### src/rtl/vgm_pkg.sv
// Shared types and constants for the VGM-to-NES-APU player.
// Optional feature macro: VGM_NES_SHORT_WAIT_EN (single-byte wait opcodes 0x62/0x63/0x7n).
package vgm_pkg;

    typedef enum logic [2:0] {
        FETCH_OP,
        FETCH_A0,
        FETCH_A1,
        WR_HI,
        WR_LO,
        WAIT,
        DONE,
        ERROR
    } state_t;

    localparam logic [7:0]  OP_NES_APU       = 8'hB4;
    localparam logic [7:0]  OP_WAIT_N        = 8'h61;
    localparam logic [7:0]  OP_WAIT_60       = 8'h62;
    localparam logic [7:0]  OP_WAIT_50       = 8'h63;
    localparam logic [7:0]  OP_END           = 8'h66;
    localparam logic [3:0]  OP_WAIT_SHORT_HI = 4'h7;

    localparam logic [15:0] SAMPLES_60HZ     = 16'd735;
    localparam logic [15:0] SAMPLES_50HZ     = 16'd882;

    // True for the single-byte wait opcodes (only honoured when the short-wait build is enabled).
    function automatic logic is_short_wait(input logic [7:0] op);
        return (op == OP_WAIT_60) || (op == OP_WAIT_50) || (op[7:4] == OP_WAIT_SHORT_HI);
    endfunction

    // Sample count for a single-byte wait opcode; 0x7n waits n+1 samples.
    function automatic logic [15:0] short_wait_samples(input logic [7:0] op);
        logic [15:0] n;
        case (op)
            OP_WAIT_60: n = SAMPLES_60HZ;
            OP_WAIT_50: n = SAMPLES_50HZ;
            default:    n = {12'd0, op[3:0]} + 16'd1;
        endcase
        return n;
    endfunction

endpackage

### src/rtl/vgm_nes_player_if.sv
// Byte-stream input and APU register-write port of the VGM player.
// slave = the player itself, master = byte source / APU side.
interface vgm_nes_player_if;
    logic [7:0] in_data;
    logic       in_valid;
    logic       out_ready;
    logic [3:0] out_reg;
    logic [7:0] out_val;
    logic       out_wr;

    modport master (
        output in_data, in_valid,
        input  out_ready, out_reg, out_val, out_wr
    );

    modport slave (
        input  in_data, in_valid,
        output out_ready, out_reg, out_val, out_wr
    );
endinterface

### src/rtl/vgm_sample_tick.sv
// Sample-rate prescaler: one-cycle tick every CLK_PER_SAMPLE enabled cycles.
// clear forces the phase back to zero so each wait starts from a fresh sample boundary.
module vgm_sample_tick #(
    parameter int CLK_PER_SAMPLE = 40
) (
    input  logic in_clk,
    input  logic in_rst,
    input  logic clear,
    input  logic enable,
    output logic tick
);
    localparam int CW = (CLK_PER_SAMPLE > 2) ? $clog2(CLK_PER_SAMPLE) : 1;
    localparam logic [CW-1:0] LAST = CW'(CLK_PER_SAMPLE - 1);

    logic [CW-1:0] count;

    // Count enabled cycles modulo CLK_PER_SAMPLE; frozen while enable is low.
    always_ff @(posedge in_clk or posedge in_rst) begin
        if (in_rst) begin
            count <= '0;
        end else if (clear) begin
            count <= '0;
        end else if (enable) begin
            if (count == LAST) begin
                count <= '0;
            end else begin
                count <= count + 1'b1;
            end
        end
    end

    assign tick = enable && !clear && (count == LAST);

endmodule

### src/rtl/vgm_nes_player.sv
// VGM command-stream interpreter driving the NES APU register-write port.
// Decodes 0xB4 aa dd register writes and 0x61 waits, paces output to the sample clock.
// Optional feature macro: VGM_NES_SHORT_WAIT_EN enables the single-byte waits 0x62/0x63/0x7n.
module vgm_nes_player
    import vgm_pkg::*;
#(
    parameter int CLK_PER_SAMPLE = 40,
    parameter int WR_PULSE       = 2
) (
    input  logic                    in_clk,
    input  logic                    in_rst,
    input  logic                    in_enable,
    vgm_nes_player_if.slave         bus,
    output logic                    out_done,
    output logic                    out_error
);
    localparam int PW = (WR_PULSE > 1) ? $clog2(WR_PULSE) : 1;
    localparam logic [PW-1:0] PULSE_LAST = PW'(WR_PULSE - 1);

    state_t        state;
    state_t        state_next;
    logic          is_wait;
    logic [7:0]    arg0;
    logic [15:0]   sample_cnt;
    logic [PW-1:0] pulse_cnt;
    logic          fetching;
    logic          accept;
    logic          tick;

    assign fetching      = (state == FETCH_OP) || (state == FETCH_A0) || (state == FETCH_A1);
    assign bus.out_ready = fetching && in_enable && !in_rst;
    assign accept        = bus.out_ready && bus.in_valid;
    assign bus.out_wr    = (state == WR_HI);
    assign out_done      = (state == DONE);
    assign out_error     = (state == ERROR);

    vgm_sample_tick #(
        .CLK_PER_SAMPLE (CLK_PER_SAMPLE)
    ) u_tick (
        .in_clk (in_clk),
        .in_rst (in_rst),
        .clear  (state != WAIT),
        .enable (in_enable && (state == WAIT)),
        .tick   (tick)
    );

    // State register; reset discards any partially fetched command.
    always_ff @(posedge in_clk or posedge in_rst) begin
        if (in_rst) begin
            state <= FETCH_OP;
        end else begin
            state <= state_next;
        end
    end

    // Next-state decode of opcodes, arguments, write pulse phases and waits.
    always_comb begin
        state_next = state;
        case (state)
            FETCH_OP: begin
                if (accept) begin
                    case (bus.in_data)
                        OP_NES_APU,
                        OP_WAIT_N: state_next = FETCH_A0;
                        OP_END:    state_next = DONE;
                        default: begin
                            state_next = ERROR;
`ifdef VGM_NES_SHORT_WAIT_EN
                            if (is_short_wait(bus.in_data)) begin
                                state_next = WAIT;
                            end
`endif
                        end
                    endcase
                end
            end
            FETCH_A0: begin
                if (accept) begin
                    state_next = FETCH_A1;
                end
            end
            FETCH_A1: begin
                if (accept) begin
                    if (is_wait) begin
                        state_next = ({bus.in_data, arg0} == 16'd0) ? FETCH_OP : WAIT;
                    end else if (arg0[7:4] == 4'h0) begin
                        state_next = WR_HI;
                    end else begin
                        state_next = FETCH_OP;
                    end
                end
            end
            WR_HI: begin
                if (pulse_cnt == PULSE_LAST) begin
                    state_next = WR_LO;
                end
            end
            WR_LO: begin
                if (pulse_cnt == PULSE_LAST) begin
                    state_next = FETCH_OP;
                end
            end
            WAIT: begin
                if (tick && (sample_cnt == 16'd1)) begin
                    state_next = FETCH_OP;
                end
            end
            DONE:    state_next = DONE;
            ERROR:   state_next = ERROR;
            default: state_next = FETCH_OP;
        endcase
    end

    // Argument latches, APU register/value outputs, sample down-counter and pulse counter.
    always_ff @(posedge in_clk or posedge in_rst) begin
        if (in_rst) begin
            is_wait     <= 1'b0;
            arg0        <= 8'd0;
            bus.out_reg <= 4'd0;
            bus.out_val <= 8'd0;
            sample_cnt  <= 16'd0;
            pulse_cnt   <= '0;
        end else begin
            if ((state == FETCH_OP) && accept) begin
                is_wait <= (bus.in_data == OP_WAIT_N);
            end
            if ((state == FETCH_A0) && accept) begin
                arg0 <= bus.in_data;
            end
            if ((state == FETCH_A1) && accept && !is_wait && (arg0[7:4] == 4'h0)) begin
                bus.out_reg <= arg0[3:0];
                bus.out_val <= bus.in_data;
            end

            if ((state == FETCH_A1) && accept && is_wait) begin
                sample_cnt <= {bus.in_data, arg0};
            end
`ifdef VGM_NES_SHORT_WAIT_EN
            else if ((state == FETCH_OP) && accept) begin
                sample_cnt <= short_wait_samples(bus.in_data);
            end
`endif
            else if ((state == WAIT) && tick) begin
                sample_cnt <= sample_cnt - 16'd1;
            end

            if ((state == WR_HI) || (state == WR_LO)) begin
                pulse_cnt <= (pulse_cnt == PULSE_LAST) ? '0 : pulse_cnt + 1'b1;
            end else begin
                pulse_cnt <= '0;
            end
        end
    end

endmodule

### src/flat_wrapper.sv
// flat-port wrapper written by rule: the top's interface ports become plain ports
module vgm_nes_player_flat import vgm_pkg::*;
#(
    parameter int CLK_PER_SAMPLE = 40,
    parameter int WR_PULSE       = 2
)
  (in_clk, in_rst, in_enable, out_done, out_error, bus_in_data, bus_in_valid, bus_out_ready, bus_out_reg, bus_out_val, bus_out_wr);
  vgm_nes_player_if bus_i ();
  input  logic in_clk;
  input  logic in_rst;
  input  logic in_enable;
  output logic out_done;
  output logic out_error;
  input wire logic [$bits(bus_i.in_data)-1:0] bus_in_data;
  input wire logic [$bits(bus_i.in_valid)-1:0] bus_in_valid;
  output wire logic [$bits(bus_i.out_ready)-1:0] bus_out_ready;
  output wire logic [$bits(bus_i.out_reg)-1:0] bus_out_reg;
  output wire logic [$bits(bus_i.out_val)-1:0] bus_out_val;
  output wire logic [$bits(bus_i.out_wr)-1:0] bus_out_wr;
  assign bus_i.in_data = bus_in_data;
  assign bus_i.in_valid = bus_in_valid;
  assign bus_out_ready = bus_i.out_ready;
  assign bus_out_reg = bus_i.out_reg;
  assign bus_out_val = bus_i.out_val;
  assign bus_out_wr = bus_i.out_wr;
  vgm_nes_player #(.CLK_PER_SAMPLE(CLK_PER_SAMPLE), .WR_PULSE(WR_PULSE)) u_core (.in_clk(in_clk), .in_rst(in_rst), .in_enable(in_enable), .bus(bus_i), .out_done(out_done), .out_error(out_error));
endmodule
### config.mk
export PLATFORM = sky130hd
export DESIGN_NAME = vgm_nes_player_flat
export DESIGN_NICKNAME = d
export VERILOG_FILES = /design/src/rtl/vgm_pkg.sv /design/src/rtl/vgm_nes_player_if.sv /design/src/rtl/vgm_sample_tick.sv /design/src/rtl/vgm_nes_player.sv /design/src/flat_wrapper.sv
export SDC_FILE = /design/constraint.sdc
export NUM_CORES = 1
export LEC_CHECK = 0
export CAP_MARGIN = 10
export CELL_PAD_IN_SITES_DETAIL_PLACEMENT = 1
export CELL_PAD_IN_SITES_GLOBAL_PLACEMENT = 2
export CORE_MARGIN = 5
export CORE_UTILIZATION = 32
export CTS_CLUSTER_DIAMETER = 30
export CTS_CLUSTER_SIZE = 40
export DETAILED_ROUTE_END_ITERATION = 10
export PLACE_DENSITY_LB_ADDON = 0.1
export SLEW_MARGIN = 25
export SYNTH_ARGS = -nofsm -noshare
export SYNTH_HDL_FRONTEND = slang
export SYNTH_SLANG_ARGS = --single-unit
### constraint.sdc
create_clock -name in_clk -period 5.2 [get_ports in_clk]
set_input_delay 1.04 -clock in_clk [delete_from_list [all_inputs] [get_ports in_clk]]
set_output_delay 1.04 -clock in_clk [all_outputs]
set_load 0.1 [all_outputs]
Word level (Yosys, flattened, before mapping) --
Cells that the tools add are included.
Operators by class: $add $sub $neg 3, multiply operators 0, div/mod/pow operators 0, order comparisons 0, equal/unequal tests 19, shift-type cells 0, multiplexer cells 18, bitwise gates (word level) 0, reduce and logical (&&, ||, !) cells 27
Operator list (count):
- $mux 16 | 2
- $mux 3 | 8
- $pmux 3 s8 | 1
- $mux 6 | 3
- $eq 16x1->1 const B | 1
- $eq 8x7->1 const B | 2
- $logic_not 16->1 | 1
- $sub 16x1->16 const B | 1
- $logic_and 1x1->1 | 14
- $eq 3x3->1 const B | 4
- $ne 2x1->1 const B | 5
- $eq 8x8->1 const B | 1
- $add 6x1->6 const B | 1
- $eq 3x2->1 const B | 2
- $eq 6x6->1 const B | 1
- $pmux 3 s2 | 1
- $reduce_and 6->1 | 1
- $logic_not 4->1 | 1
- $reduce_bool 2->1 | 2
- $eq 3x1->1 const B | 1
- $logic_not 1->1 | 3
- $logic_not 3->1 | 1
- $logic_or 1x1->1 | 3
- $ne 3x3->1 const B | 1
- 5 further kinds | 6
Word-level totals: register bits 47, latch bits 0, RAM bits 0, memory bits (read-only) 0, word-level logic and storage cells 75, memories 0

Depth between registers and ports, before layout --
depth after elaboration 9, depth in mapped cells 7, depth with buffers taken out 7

By module --
Synthesis repeated with hierarchy kept, for this count alone.
Unflattened totals: cells, all modules 241, area, all modules 2469.9 um^2
Modules (own cells, without submodules):
- vgm_nes_player | times used 1, cells each 206, area each 2134.5 um^2
- vgm_sample_tick | times used 1, cells each 35, area each 335.3 um^2

Least setup slack after synthesis --
OpenSTA, ideal clock, no wires.
kind input to output, start in in_enable, end out bus_out_ready, data arrival time 4.332 ns, setup slack -0.172 ns, stages on the path 2, cell sequence buf_2 > nor4b_1
On the way: longest elaborated chain between the ends 2
RTL lines:
- start, declared | RTL line flat_wrapper.sv:11 | input logic in_enable;
- $logic_and 1x1->1 (2 in a row) | RTL line vgm_nes_player.sv:31 | assign bus.out_ready = fetching && in_enable && !in_rst;
- end, declared | RTL line flat_wrapper.sv:16 | output wire logic [$bits(bus_i.out_ready)-1:0] bus_out_ready;
Every way passes these cells.

Final worst setup path --
start reg u_core.state[1], end out bus_out_wr
On the way: longest elaborated chain between the ends 1
RTL lines:
- start, declared | RTL line vgm_nes_player.sv:20 | state_t state;
- start signal, assigned | RTL line vgm_nes_player.sv:52 | state <= state_next;
- $eq 3x2->1 | RTL line vgm_nes_player.sv:33 | assign bus.out_wr = (state == WR_HI);
- end, declared | RTL line flat_wrapper.sv:19 | output wire logic [$bits(bus_i.out_wr)-1:0] bus_out_wr;
Every way passes these cells.

==> impl_metrics.csv <==
group,metric,value,unit
outcome,status,"finished clean",
placed_design,port_buffers,27,
detailed_routing,drc_errors,0,
power_and_ir_drop,ir_drop,0.299,mV
detailed_routing,vias,1968,
critical_path,crit_path_max_incr_delay,1.16,ns
global_routing,track_usage,0.145,
global_routing,grt_pass1_wl,11.2,mm
hold_path,hold_path_class,"reg2reg",
floorplan,ios,28,
sta,max_freq,271,MHz
sta,whs,0.496,ns
detailed_routing,dr.pass1.iters,5,
synth,async_flop_share,1.00,
power_and_ir_drop,power_density,480,nW/um2
synth,ys_seq_area_frac,0.472,
cts,numCtsBuffers,5,
synth,syn_nets,261,
sta,post-route-min-period,3.69,ns
global_routing,antenna_found_initial,0,
synth,synth_top_cell_area_share,0.472,
sta,final_hold_viol_count,0,
power_and_ir_drop,comb_power_share,0.461,
synth,yosys_most_used_dff,"dfrtp_1",
synth,synth-edff-count,0,
floorplan,rows,32,
floorplan,dieArea,9650,um2
synth,ys_types,48,
layout,layout_common_cells,"dfrtp_1, clkdlybuf4s50_1, nand2_1, nor2_1, mux2_2",
cts,post_cts_buffers,0,
cts,cts.sinks,47,
detailed_routing,wl,6.69,mm
synth,netlist_area,2490,um2
floorplan,initial_utilization,0.326,
layout,top_register,"u_core.sample_cnt",
detailed_routing,drtAntennaViolNets,0,
cts,clockBufferDepth,2,
layout,diodes,0,
sta,worst_pin_slew,0.982,ns
sta,finalSetupViolations,0,
synth,yosys_warnings,0,
floorplan,die_y,98.2,um
power_and_ir_drop,pwr-share-seq,0.380,
layout,fillers,873,
critical_path,cp_max_fo,17,
sta,max_slew_margin,0.343,
run,cap_violations,0,
global_routing,grt_max_degree,48,
critical_path,cp_top_family,"buffers and inverters",
cts,cts_hold_buf,0,
cts,cts_tree,"done",
placed_design,gp_congestion,0.806,
critical_path,critPathKind,"reg2out",
layout,final_layout_size_suffix_gt1_frac,0.154,
sta,fin_tns_setup,0,ns
layout,fin_nets,286,
power_and_ir_drop,power.share.clock,0.158,
sta,fin_skew,0.00815,ns
cts,cts-resized-gates,0,
synth,ys_ff_latch,47,
floorplan,coreArea,7650,um2
placed_design,hpwlAfterDp,4.76,mm
layout,largest_register_ffs,16,
synth,synth_top_area_cell,"dfrtp_1",
critical_path,crit_path_end_kind,"output port",
critical_path,path_buf_inv,1,
cts,clkTransAtPathRegs,0.09,ns
power_and_ir_drop,switchingPower,0.000684,W
layout,final_common_cell,"dfrtp_1",
sta,drv_slew,0,
layout,area_growth,18.6,%
detailed_routing,viasPerCell,5.26,
global_routing,grt_pass1_vias,2082,
synth,yosys-top-cells-area,"dfrtp_1, mux2_2, nand2_1",
critical_path,start_kind,"flop",
cts,cts_max_level,2,
power_and_ir_drop,internal_power,0.000735,W
critical_path,cp_data_required_time,4.16,ns
floorplan,die_w,98.2,um
global_routing,overflow,0,
synth,avgSynthCellArea,10.1,um2
cts,clk_latency,0.30,ns
critical_path,slowest_stage,"clkdlybuf4s50_1",
power_and_ir_drop,leakage,1.24,nW
synth,netlist_instances,246,
sta,post-route-period-util,0.710,
cts,root_buffer,"clkbuf_8",
detailed_routing,wl_per_cell,17.9,um
critical_path,path_cells,"and2_1 -> nor2b_1 -> clkdlybuf4s50_1",
critical_path,crit_arrival,2.65,ns
power_and_ir_drop,swShare,0.482,
detailed_routing,initialDrtViolationCount,43,
layout,reg_top3,"u_core.sample_cnt x16, u_core.arg0 x8, u_core.bus.out_val x8",
sta,rsz0062_at_grt,"no",
power_and_ir_drop,power.total,0.00142,W
==> metrics by stage <==
stage                     utilization  instances  instance area [um2]  worst slack, ns
after global placement          0.375        366                 2860             1.81
after floorplan                     -        246                 2500             1.25
after detailed placement        0.375        366                 2870             1.75
after CTS                       0.386        374                 2960             1.50
after global routing            0.386        374                 2960             1.34
final                           0.386        374                 2960             1.51
==> cell type report <==
type / instances / area (um2) / area share
inverters: 6 / 25.0 / 0.00847
repair buffers: 29 / 283 / 0.0957
clock buffers: 5 / 68.8 / 0.0233
clock inverters: 3 / 20.0 / 0.00677
flip-flops and latches: 47 / 1180 / 0.398
well taps: 102 / 128 / 0.0432
multi-input cells: 182 / 1250 / 0.425
==> routing by layer <==
metal | track usage | wire (um) | vias to the layer above
met3 | 0.0300 | 157 | 6
met4 | 0.0284 | 64 | 0
li1 | - | - | 963
met1 | 0.207 | 3370 | 976
met5 | 0 | 0 | -
met2 | 0.228 | 3100 | 23
==> worst paths after layout <==
kind,endpoint,slack (ns),from,cells after the start
worst min register to register,u_core.pulse_cnt$_DFF_PP0_,0.50,u_core.pulse_cnt$_DFF_PP0_,1
worst max register to register,u_core.state[0]$_DFFE_PP0P_,2.80,u_core.sample_cnt[9]$_DFFE_PP0P_,5
worst min-delay path,u_core.pulse_cnt$_DFF_PP0_,0.50,u_core.pulse_cnt$_DFF_PP0_,1
max in group asynchronous,u_core.sample_cnt[1]$_DFFE_PP0P_,3.53,in_rst,2
worst max-delay path,bus_out_wr,1.51,u_core.state[1]$_DFFE_PP0P_,3
min in group asynchronous,u_core.state[1]$_DFFE_PP0P_,1.25,in_rst,2
==> power groups by stage <==
stage | Clock, W | Combinational (W) | Sequential (W)
global placement | 0 | 0.000655 | 0.000547
CTS | 0.000237 | 0.000661 | 0.000541
detailed placement | 0 | 0.000656 | 0.000548
global route | 0.000254 | 0.000690 | 0.000556
floorplan | 0 | 0.000291 | 0.000748
finish | 0.000225 | 0.000655 | 0.000540
==> Yosys cell counts, types with 4 or more instances <==
cell      number
dfrtp_1       47
nor4_1         6
nor2_1        23
nand3_1        5
nor3b_1        4
mux2_2        21
nand2_1       24
a21oi_1        9
a32oi_1        4
nand3b_1       4
o21ai_0       13
or4_1          4
inv_1          6
nor3_1         7
nand4_1        5
o211ai_1       5
clkbuf_1       9
xnor2_1        5
==> cell families (layout without fill, tap and decap cells) <==
| logic type | after synthesis | after routing | share of synthesized area |
|---|---|---|---|
| AOI/OAI and AO/OA | 44 | 44 | 0.123 |
| xor gates and xnor gates | 8 | 8 | 0.0281 |
| adders and majority gates | 3 | 3 | 0.0151 |
| buffers and inverters | 17 | 43 | 0.0266 |
| DFF | 47 | 47 | 0.472 |
| muxes | 23 | 23 | 0.105 |
| and+or+nand+nor | 104 | 104 | 0.230 |
Note: power is estimated with default switching activity, not from simulation.
